===== src/rtl/io_bus_master.sv =====
// io_bus_master: initiator side of the 8-bit peripheral I/O bus.
// Commands arrive on a valid/ready channel and are queued in a small FIFO.
// Each command is issued as a single-cycle w_en or r_en strobe. Read data is
// captured a fixed number of cycles after the strobe and returned on a
// valid/ready response channel.
module io_bus_master #(
    parameter int FIFO_DEPTH   = 4,
    parameter int READ_LATENCY = 1
) (
    input  logic       clk,
    input  logic       rst,
    input  logic       cmd_valid,
    output logic       cmd_ready,
    input  logic       cmd_write,
    input  logic [7:0] cmd_addr,
    input  logic [7:0] cmd_wdata,
    output logic       rsp_valid,
    input  logic       rsp_ready,
    output logic [7:0] rsp_data,
    output logic       busy,
    output logic [7:0] address,
    output logic [7:0] dout,
    output logic       w_en,
    output logic       r_en,
    input  logic [7:0] din
);

    localparam int PTR_W = (FIFO_DEPTH > 1) ? $clog2(FIFO_DEPTH) : 1;
    localparam int CNT_W = PTR_W + 1;
    localparam int LAT_W = (READ_LATENCY > 1) ? $clog2(READ_LATENCY + 1) : 1;
    localparam logic [CNT_W-1:0] FULL_COUNT = CNT_W'(FIFO_DEPTH);
    localparam logic [LAT_W-1:0] LAT_LOAD   = LAT_W'(READ_LATENCY);
    localparam logic [LAT_W-1:0] LAT_LAST   = LAT_W'(1);

    typedef enum logic [1:0] {
        S_IDLE,
        S_STROBE,
        S_WAIT,
        S_RESP
    } state_t;

    typedef struct packed {
        logic       write;
        logic [7:0] addr;
        logic [7:0] wdata;
    } cmd_t;

    // Command FIFO
    cmd_t             r_mem [FIFO_DEPTH];
    logic [PTR_W-1:0] r_wr_ptr;
    logic [PTR_W-1:0] r_rd_ptr;
    logic [CNT_W-1:0] r_count;
    logic             r_cmd_ready;
    logic             r_busy;

    // Bus sequencer
    state_t           r_state;
    logic [7:0]       r_address;
    logic [7:0]       r_dout;
    logic             r_w_en;
    logic             r_r_en;
    logic             r_rsp_valid;
    logic [7:0]       r_rsp_data;
    logic [LAT_W-1:0] r_lat_cnt;

    logic             w_push;
    logic             w_pop;
    logic [CNT_W-1:0] w_count_next;
    logic             w_idle_next;
    cmd_t             w_head;

    assign w_push       = cmd_valid && r_cmd_ready;
    assign w_pop        = (r_state == S_IDLE) && (r_count != '0);
    assign w_count_next = r_count + CNT_W'(w_push) - CNT_W'(w_pop);
    assign w_head       = r_mem[r_rd_ptr];

    // Predict whether the sequencer will sit in IDLE after this edge (feeds busy)
    always_comb begin
        // NOTE: default first so every path assigns and no latch is inferred.
        w_idle_next = 1'b0;
        case (r_state)
            S_IDLE:   w_idle_next = !w_pop;
            S_STROBE: w_idle_next = !r_r_en;
            S_WAIT:   w_idle_next = 1'b0;
            S_RESP:   w_idle_next = rsp_ready;
            default:  w_idle_next = 1'b1;
        endcase
    end

    // FIFO storage: data only, validity is tracked by the pointers and count
    always_ff @(posedge clk) begin
        // NOTE: storage has no reset; the flushed pointers make stale entries unreachable.
        if (w_push) begin
            r_mem[r_wr_ptr] <= {cmd_write, cmd_addr, cmd_wdata};
        end
    end

    // FIFO pointers, occupancy and the registered ready/busy flags
    always_ff @(posedge clk or posedge rst) begin
        // NOTE: non-blocking assignments so every register samples pre-edge values.
        if (rst) begin
            r_wr_ptr    <= '0;
            r_rd_ptr    <= '0;
            r_count     <= '0;
            r_cmd_ready <= 1'b1;
            r_busy      <= 1'b0;
        end else begin
            if (w_push) begin
                r_wr_ptr <= r_wr_ptr + PTR_W'(1);
            end
            if (w_pop) begin
                r_rd_ptr <= r_rd_ptr + PTR_W'(1);
            end
            r_count     <= w_count_next;
            r_cmd_ready <= (w_count_next != FULL_COUNT);
            r_busy      <= !(w_idle_next && (w_count_next == '0));
        end
    end

    // Bus sequencer: issue one strobe per command, then wait for and return read data
    always_ff @(posedge clk or posedge rst) begin
        if (rst) begin
            r_state     <= S_IDLE;
            r_address   <= '0;
            r_dout      <= '0;
            r_w_en      <= 1'b0;
            r_r_en      <= 1'b0;
            r_rsp_valid <= 1'b0;
            r_rsp_data  <= '0;
            r_lat_cnt   <= '0;
        end else begin
            case (r_state)
                S_IDLE: begin
                    if (w_pop) begin
                        r_address <= w_head.addr;
                        if (w_head.write) begin
                            r_dout <= w_head.wdata;
                            r_w_en <= 1'b1;
                        end else begin
                            r_r_en <= 1'b1;
                        end
                        r_state <= S_STROBE;
                    end
                end
                S_STROBE: begin
                    r_w_en <= 1'b0;
                    r_r_en <= 1'b0;
                    if (r_r_en) begin
                        r_lat_cnt <= LAT_LOAD;
                        r_state   <= S_WAIT;
                    end else begin
                        r_state <= S_IDLE;
                    end
                end
                S_WAIT: begin
                    if (r_lat_cnt == LAT_LAST) begin
                        r_rsp_data  <= din;
                        r_rsp_valid <= 1'b1;
                        r_state     <= S_RESP;
                    end else begin
                        r_lat_cnt <= r_lat_cnt - LAT_LAST;
                    end
                end
                S_RESP: begin
                    if (rsp_ready) begin
                        r_rsp_valid <= 1'b0;
                        r_state     <= S_IDLE;
                    end
                end
                default: r_state <= S_IDLE;
            endcase
        end
    end

    assign cmd_ready = r_cmd_ready;
    assign busy      = r_busy;
    assign address   = r_address;
    assign dout      = r_dout;
    assign w_en      = r_w_en;
    assign r_en      = r_r_en;
    assign rsp_valid = r_rsp_valid;
    assign rsp_data  = r_rsp_data;

endmodule


===== config.mk =====
export PLATFORM = sky130hd
export DESIGN_NAME = io_bus_master
export DESIGN_NICKNAME = d
export VERILOG_FILES = /design/src/rtl/io_bus_master.sv
export SDC_FILE = /design/constraint.sdc
export NUM_CORES = 1
export LEC_CHECK = 0
export CAP_MARGIN = 20
export CORE_MARGIN = 3
export CORE_UTILIZATION = 60
export CTS_BUF_LIST = sky130_fd_sc_hd__clkbuf_4
export CTS_CLUSTER_SIZE = 14
export DETAILED_ROUTE_END_ITERATION = 8
export HOLD_SLACK_MARGIN = 0.15
export PLACE_DENSITY = 0.84
export SYNTH_ARGS = -nofsm -noshare
export SYNTH_HDL_FRONTEND = slang
export SYNTH_SLANG_ARGS = --single-unit

===== constraint.sdc =====
create_clock -name clk -period 5.7 [get_ports clk]
set_input_delay 0.855 -clock clk [delete_from_list [all_inputs] [get_ports clk]]
set_output_delay 0.855 -clock clk [all_outputs]
set_load 0.01 [all_outputs]

==> results_dict.tcl, run 1 <==
set metrics [dict create \
    outcome "finished clean" \
    layout-drive-gt1-share 0.1594 \
    r2r-start "r_count[1]$_DFF_PP0_" \
    cts_made_buffers 9 \
    clkSinkCount 107 \
    clock_latency_ns 0.44 \
    vias 2043 \
    firstDrtPassIters 4 \
    arrival_ns 3.40 \
    avgViaCountPerCell 5.788 \
    postRouteAntennaNets 0 \
    nets 307 \
    cp.required_ns 6.04 \
    hp-start "rsp_data[4]$_DFFE_PP0P_" \
    synthAdderAreaFrac 0.02298 \
    yosys.area.top_type "edfxtp_1" \
    synth.area.top_cells "edfxtp_1 49%, dfrtp_1 23%, mux4_1 10%" \
    instances_no_fill 353 \
    r2r_end "busy$_DFF_PP0_" \
    hpwlAfterDp_mm 4.238 \
    rrSetupSlack_ns 2.64 \
    power_density_nw_per_um2 499.4 \
    critPathLaunchType "register" \
    cp_max_fo 11 \
    fp.dieH_microns 89.05 \
    synth_top_family_by_area "multiplexers" \
    cts_setup_buffers 0 \
    setup_viol 0 \
    core_sq_um 6531 \
    die_w_microns 89.05 \
    hold_violations 0 \
    hp-class "register to register" \
    finalPower_w 0.002450 \
    drv_slew 0 \
    first_iter_violations 94 \
    routedWlPerCell_microns 18.92 \
    clk_path_buf_depth 2 \
    wl_mm 6.677 \
    place_area_sq_um 4766 \
    ys_ff_latch 107 \
    synth_compound_area_frac 0.01451 \
    postCtsHoldBufs 0 \
    n_antenna_cell 0 \
    grt.overflow.total 0 \
    syn_inst 209 \
    yosys_warnings 0 \
    hold_end "rsp_data[4]$_DFFE_PP0P_" \
    avgSynthCellArea_sq_um 19.80 \
    cap_viol_max_count 0 \
    clkTransAtPathRegs_ns 0.15 \
    grt_usage 0.1843 \
    yosys.area.top_type_share 0.4935 \
    power.leakage_nw 1.835 \
    area_growth_pct 18.57 \
    drc_errors 0 \
    fin_area_sq_um 4906 \
    holdPathStages 1 \
    cts_tree "yes" \
    r2r_cells 10 \
    synth_cell_types 25 \
    syn-cell-area_sq_um 4138 \
    die-area_sq_um 7929 \
    grt_first_pass_wirelength_mm 10.30 \
    skew_ns 0.01245 \
    grt_max_degree 40 \
    ir_worst_vdd_mv 0.2580 \
    num_rows 29 \
    syn_nets 245 \
    htreeDepth 3 \
    finalCritPeriodShare 0.5363 \
    crit_path_end_kind "register" \
    ys_seq_area_frac 0.7297 \
    synth_xor_area_frac 0.01058 \
    finalCriticalPeriod_ns 3.057 \
    place_inst 337 \
    portBuffers 57 \
    fmaxAchievable_mhz 327.1 \
    ctsResizeCount 0 \
    crit_type "register to register" \
    ios 58 \
    relSlewSlack 0.3216 \
    synthSimpleGateAreaFrac 0.02782 \
    gp_congestion 0.7583 \
    initial_utilization 0.6335 \
    antenna_found_initial 0 \
    tns_ns 0 \
    first_global_vias 2003 \
    worst_pin_slew_ns 1.018 \
    cts-root-buf "clkbuf_4" \
    rsz0062_at_grt "no" \
    synthMuxAreaShare 0.1751 \
    nFillCells 395 \
]
## where the power goes
group / total [W] / internal, W / switching (W) / leakage, nW
Clock: 0.000375 / 0.000139 / 0.000236 / 0.0667
Combinational: 0.000843 / 0.000498 / 0.000344 / 0.695
Sequential: 0.00123 / 0.00107 / 0.000163 / 1.07
## cells in the final DEF, fill, tap and decap left out
cell,count
a21oi_1,4
nand3_4,1
a31oi_1,1
dfstp_2,1
buf_4,1
clkbuf_4,10
mux2_2,25
a2bb2oi_1,1
clkinvlp_4,3
ha_1,6
nor3_1,2
mux4_2,1
mux4_1,16
nand3_1,2
or3_1,2
inv_1,9
nand2_1,7
bufinv_16,1
inv_6,1
edfxtp_1,68
nor2_1,2
dfrtp_1,38
and3_1,5
o21ai_0,5
clkinv_1,1
xnor2_1,5
clkdlybuf4s50_1,57
fa_1,1
## worst max-delay path by stage
stage	start	endpoint	slack, ns	cells after the start
floorplan	r_count[1]$_DFF_PP0_	busy$_DFF_PP0_	3.00	11
global placement	cmd_valid	busy$_DFF_PP0_	2.59	9
detailed placement	cmd_valid	busy$_DFF_PP0_	2.49	9
CTS	r_count[1]$_DFF_PP0_	busy$_DFF_PP0_	2.65	10
global route	r_count[1]$_DFF_PP0_	busy$_DFF_PP0_	2.46	10
finish	r_count[1]$_DFF_PP0_	busy$_DFF_PP0_	2.64	10
## metal layers
metal  global-route usage  wire length, microns
met5                    0                     0
met4              0.06495                    77
met3              0.05530                   435
met2               0.2962                  3371
met1               0.2436                  2793
## stage by stage
step | hold slack (ns) | setup slack [ns] | util
6_report | 0.5206 | 2.643 | 0.7511
3_3_place_gp | 0.4858 | 2.589 | 0.7297
4_1_cts | 0.5238 | 2.654 | 0.7511
5_1_grt | 0.5337 | 2.464 | 0.7511
2_1_floorplan | 0.4821 | 2.997 | -
3_5_place_dp | 0.4917 | 2.490 | 0.7297
## cell usage after synthesis
library cell   n
nor2_1         2
nand3_1        2
mux4_1        16
or3_1          2
buf_6          2
inv_1          9
fa_1           1
nand2_1        7
xnor2_1        5
buf_2          1
and3_1         5
a21oi_1        4
dfstp_2        1
a31oi_1        1
nor3_1         2
buf_4          1
ha_1           6
edfxtp_1      68
o21ai_0        5
nand3_4        1
mux2_2        25
a2bb2oi_1      1
mux4_2         1
dfrtp_1       38
clkbuf_1       3
## kinds of logic after synthesis
group	after synthesis
compound gates	11
mux	42
flops	107
xor+xnor	5
buf+inv	16
fa+ha+maj	7
simple gates	21
## critical path, cell delays in order (launching register included)
cell     delay, ns
dfrtp_1       0.43
or3_1         0.46
nand2_1       0.43
inv_1         0.10
ha_1          0.29
inv_1         0.04
ha_1          0.18
fa_1          0.39
xnor2_1       0.19
xnor2_1       0.11
or3_1         0.34
## flip-flops by register name, indices dropped and copies added, names as in the netlist, named ones only
name	flops
busy	1
cmd_ready	1
r_state	1
address	8
r_wr_ptr	2
dout	8
rsp_data	8
r_mem	68
r_en	1
rsp_valid	1
r_lat_cnt	1
r_rd_ptr	2
r_count	3
w_en	1
## area by class of cell
class | count | area [sq um] | share of cell area
clock inverters | 6 | 65.06 | 0.01326
multi-input cells | 86 | 1039 | 0.2117
clock buffers | 10 | 75.07 | 0.01530
flip-flops and latches | 107 | 3019 | 0.6154
inverters | 9 | 33.78 | 0.006886
repair buffers | 58 | 578.1 | 0.1178
well taps | 77 | 96.34 | 0.01964
No activity file was read; power rests on OpenSTA's default activity.
==> inputs of run 2 (changes only) <==
--- a/config.mk
+++ b/config.mk
@@ -7,12 +7,12 @@
 export LEC_CHECK = 0
 export CAP_MARGIN = 20
 export CORE_MARGIN = 3
-export CORE_UTILIZATION = 60
+export CORE_UTILIZATION = 51
 export CTS_BUF_LIST = sky130_fd_sc_hd__clkbuf_4
 export CTS_CLUSTER_SIZE = 14
 export DETAILED_ROUTE_END_ITERATION = 8
 export HOLD_SLACK_MARGIN = 0.15
-export PLACE_DENSITY = 0.84
+export PLACE_DENSITY = 0.76
 export SYNTH_ARGS = -nofsm -noshare
 export SYNTH_HDL_FRONTEND = slang
 export SYNTH_SLANG_ARGS = --single-unit
==> constraint.sdc (replaced) <==
create_clock -name clk -period 2.55 [get_ports clk]
set_input_delay 0.3825 -clock clk [delete_from_list [all_inputs] [get_ports clk]]
set_output_delay 0.3825 -clock clk [all_outputs]
set_load 0.01 [all_outputs]
==> run 2 against run 1 <==
  * Critical path depth stayed put
  * Final area is 3.3% higher
  * Non-clock buffer count is 15 higher
  * Via count is 3.1% higher
==> results_dict.tcl, run 2 (same netlist as run 1, synthesis figures left out) <==
set metrics [dict create \
    outcome "finished clean" \
    postCtsHoldBufs 0 \
    cap_viol_max_count 0 \
    clkSinkCount 107 \
    grt_max_degree 40 \
    place_area_sq_um 4930 \
    initial_utilization 0.5300 \
    ir_worst_vdd_mv 0.4028 \
    clk_path_buf_depth 2 \
    combPwrFrac 0.398 \
    core_sq_um 7807 \
    power.internal_w 0.003920 \
    drv_slew 0 \
    arrival_ns 2.77 \
    p_sw_w 0.001738 \
    first_iter_violations 83 \
    grt_usage 0.1589 \
    hp-class "input pin to asynchronous set/reset pin" \
    crit_type "register to register" \
    worst_slack_ns 0.09008 \
    num_rows 32 \
    rsz0062_at_grt "no" \
    cp.required_ns 2.86 \
    power_density_nw_per_um2 1117 \
    regArea_sq_um 3019 \
    cts_tree "yes" \
    place_ws_ns -0.03030 \
    cp_max_fo 3 \
    postRouteAntennaNets 0 \
    hold_violations 0 \
    first_global_vias 2101 \
    clkTransAtPathRegs_ns 0.16 \
    nets 322 \
    critPathLaunchType "register" \
    final_common_cell "edfxtp_1" \
    die_w_microns 96.08 \
    nFillCells 564 \
    cts_made_buffers 9 \
    power_frac_clock 0.134 \
    clock_latency_ns 0.42 \
    layout-drive-gt1-share 0.2337 \
    fp.dieH_microns 96.08 \
    fmaxAchievable_mhz 406.5 \
    cts-root-buf "clkbuf_4" \
    crit_path_end_kind "register" \
    largest_reg_flops 68 \
    portBuffers 57 \
    grt_first_pass_wirelength_mm 10.63 \
    seq_power_share 0.469 \
    worst_pin_slew_ns 0.4925 \
    n_antenna_cell 0 \
    firstDrtPassIters 4 \
    fin_area_sq_um 5066 \
    vias 2107 \
    wl_mm 6.911 \
    finalCriticalPeriod_ns 2.460 \
    setup_viol 0 \
    power.leakage_nw 1.906 \
    gp_congestion 0.7495 \
    drc_errors 0 \
    multiInputGateArea_sq_um 1074 \
    p_sw_frac 0.3072 \
    final_cell_mix "68 x edfxtp_1, 57 x clkdlybuf4s50_1, 38 x dfrtp_1" \
    htreeDepth 3 \
    regMostFlops "r_mem" \
    die-area_sq_um 9230 \
    grt.overflow.total 0 \
    relSlewSlack 0.6717 \
    ios 58 \
    routedWlPerCell_microns 17.59 \
    avgViaCountPerCell 5.361 \
    skew_ns 0.01830 \
    area_growth_pct 22.44 \
    finalCritPeriodShare 0.9647 \
    antenna_found_initial 0 \
    hpwlAfterDp_mm 4.495 \
]
## run 2: changes by cell type in the layout (fill, tap and decap cells not counted), sizes merged
cell / delta
clkbuf: +1
buf: +15
bufinv: -1
inv: +1
clkinvlp: -1
## run 2: worst paths after layout
kind,startpoint,endpoint,slack [ns],cells past startpoint
min in group clk,rsp_data[2]$_DFFE_PP0P_,rsp_data[2]$_DFFE_PP0P_,0.52,1
worst max-delay path,r_count[1]$_DFF_PP0_,busy$_DFF_PP0_,0.09,10
worst min-delay path,rst,r_rd_ptr[0]$_DFFE_PP0P_,0.37,3
worst max register to register,r_count[1]$_DFF_PP0_,busy$_DFF_PP0_,0.09,10
worst min register to register,rsp_data[2]$_DFFE_PP0P_,rsp_data[2]$_DFFE_PP0P_,0.52,1
max in group asynchronous,rst,cmd_ready$_DFF_PP1_,1.82,3
## run 2: final cells by class
cell class,count,area share
Sequential cell,107,0.5960
Multi-Input combinational cell,86,0.2119
Timing Repair Buffer,73,0.1363
Tap cell,102,0.02519
Clock buffer,11,0.01630
Clock inverter,5,0.007656
Inverter,9,0.006668
## run 2: layer usage
layer  GRT usage  wire (microns)  vias up
met2      0.2588            3392       54
met4     0.05332              37        0
li1            -               -      970
met5           0               0        -
met1      0.2110            3121     1081
met3     0.03909             359        2
## run 2: worst max-delay path: stages, from the launching register on
cell	delay (ns)
dfrtp_1	0.45
or3_4	0.39
nand2_2	0.09
inv_2	0.05
ha_4	0.25
inv_2	0.03
ha_2	0.16
fa_2	0.36
xnor2_2	0.15
xnor2_1	0.14
or3_1	0.30
## run 2: timing repair
action                                  4_1_cts  5_1_grt
endpoints found under the setup margin        0        1
hold endpoints to repair                      0        0
gates resized for setup                       0        0
buffers inserted                              0        2
## run 2: through the flow
stage | cells | total power [W] | hold WS [ns] | util | TNS (ns)
5_1_grt | 393 | 0.005995 | 0.4055 | 0.6489 | 0
6_report | 393 | 0.005658 | 0.3703 | 0.6489 | 0
3_3_place_gp | 375 | 0.004833 | 0.4859 | 0.6314 | 0
2_1_floorplan | 209 | 0.004004 | 0.4814 | - | -0.02394
3_5_place_dp | 375 | 0.004940 | 0.4928 | 0.6314 | -0.03030
4_1_cts | 391 | 0.005685 | 0.3658 | 0.6470 | 0
## run 2: power by group through the flow
stage / Combinational [W] / Clock [W] / Sequential, W
floorplan: 0.00130 / 0 / 0.00271
global placement: 0.00217 / 0 / 0.00266
detailed placement: 0.00224 / 0 / 0.00270
CTS: 0.00225 / 0.000780 / 0.00266
global route: 0.00244 / 0.000843 / 0.00271
finish: 0.00225 / 0.000755 / 0.00265
==> inputs of run 3 (changes only) <==
--- a/config.mk
+++ b/config.mk
@@ -16,3 +16,4 @@
 export SYNTH_ARGS = -nofsm -noshare
 export SYNTH_HDL_FRONTEND = slang
 export SYNTH_SLANG_ARGS = --single-unit
+export TNS_END_PERCENT = 20
==> results of run 3 <==
No change in the layout: final DEF, timing and power equal those of run 2.
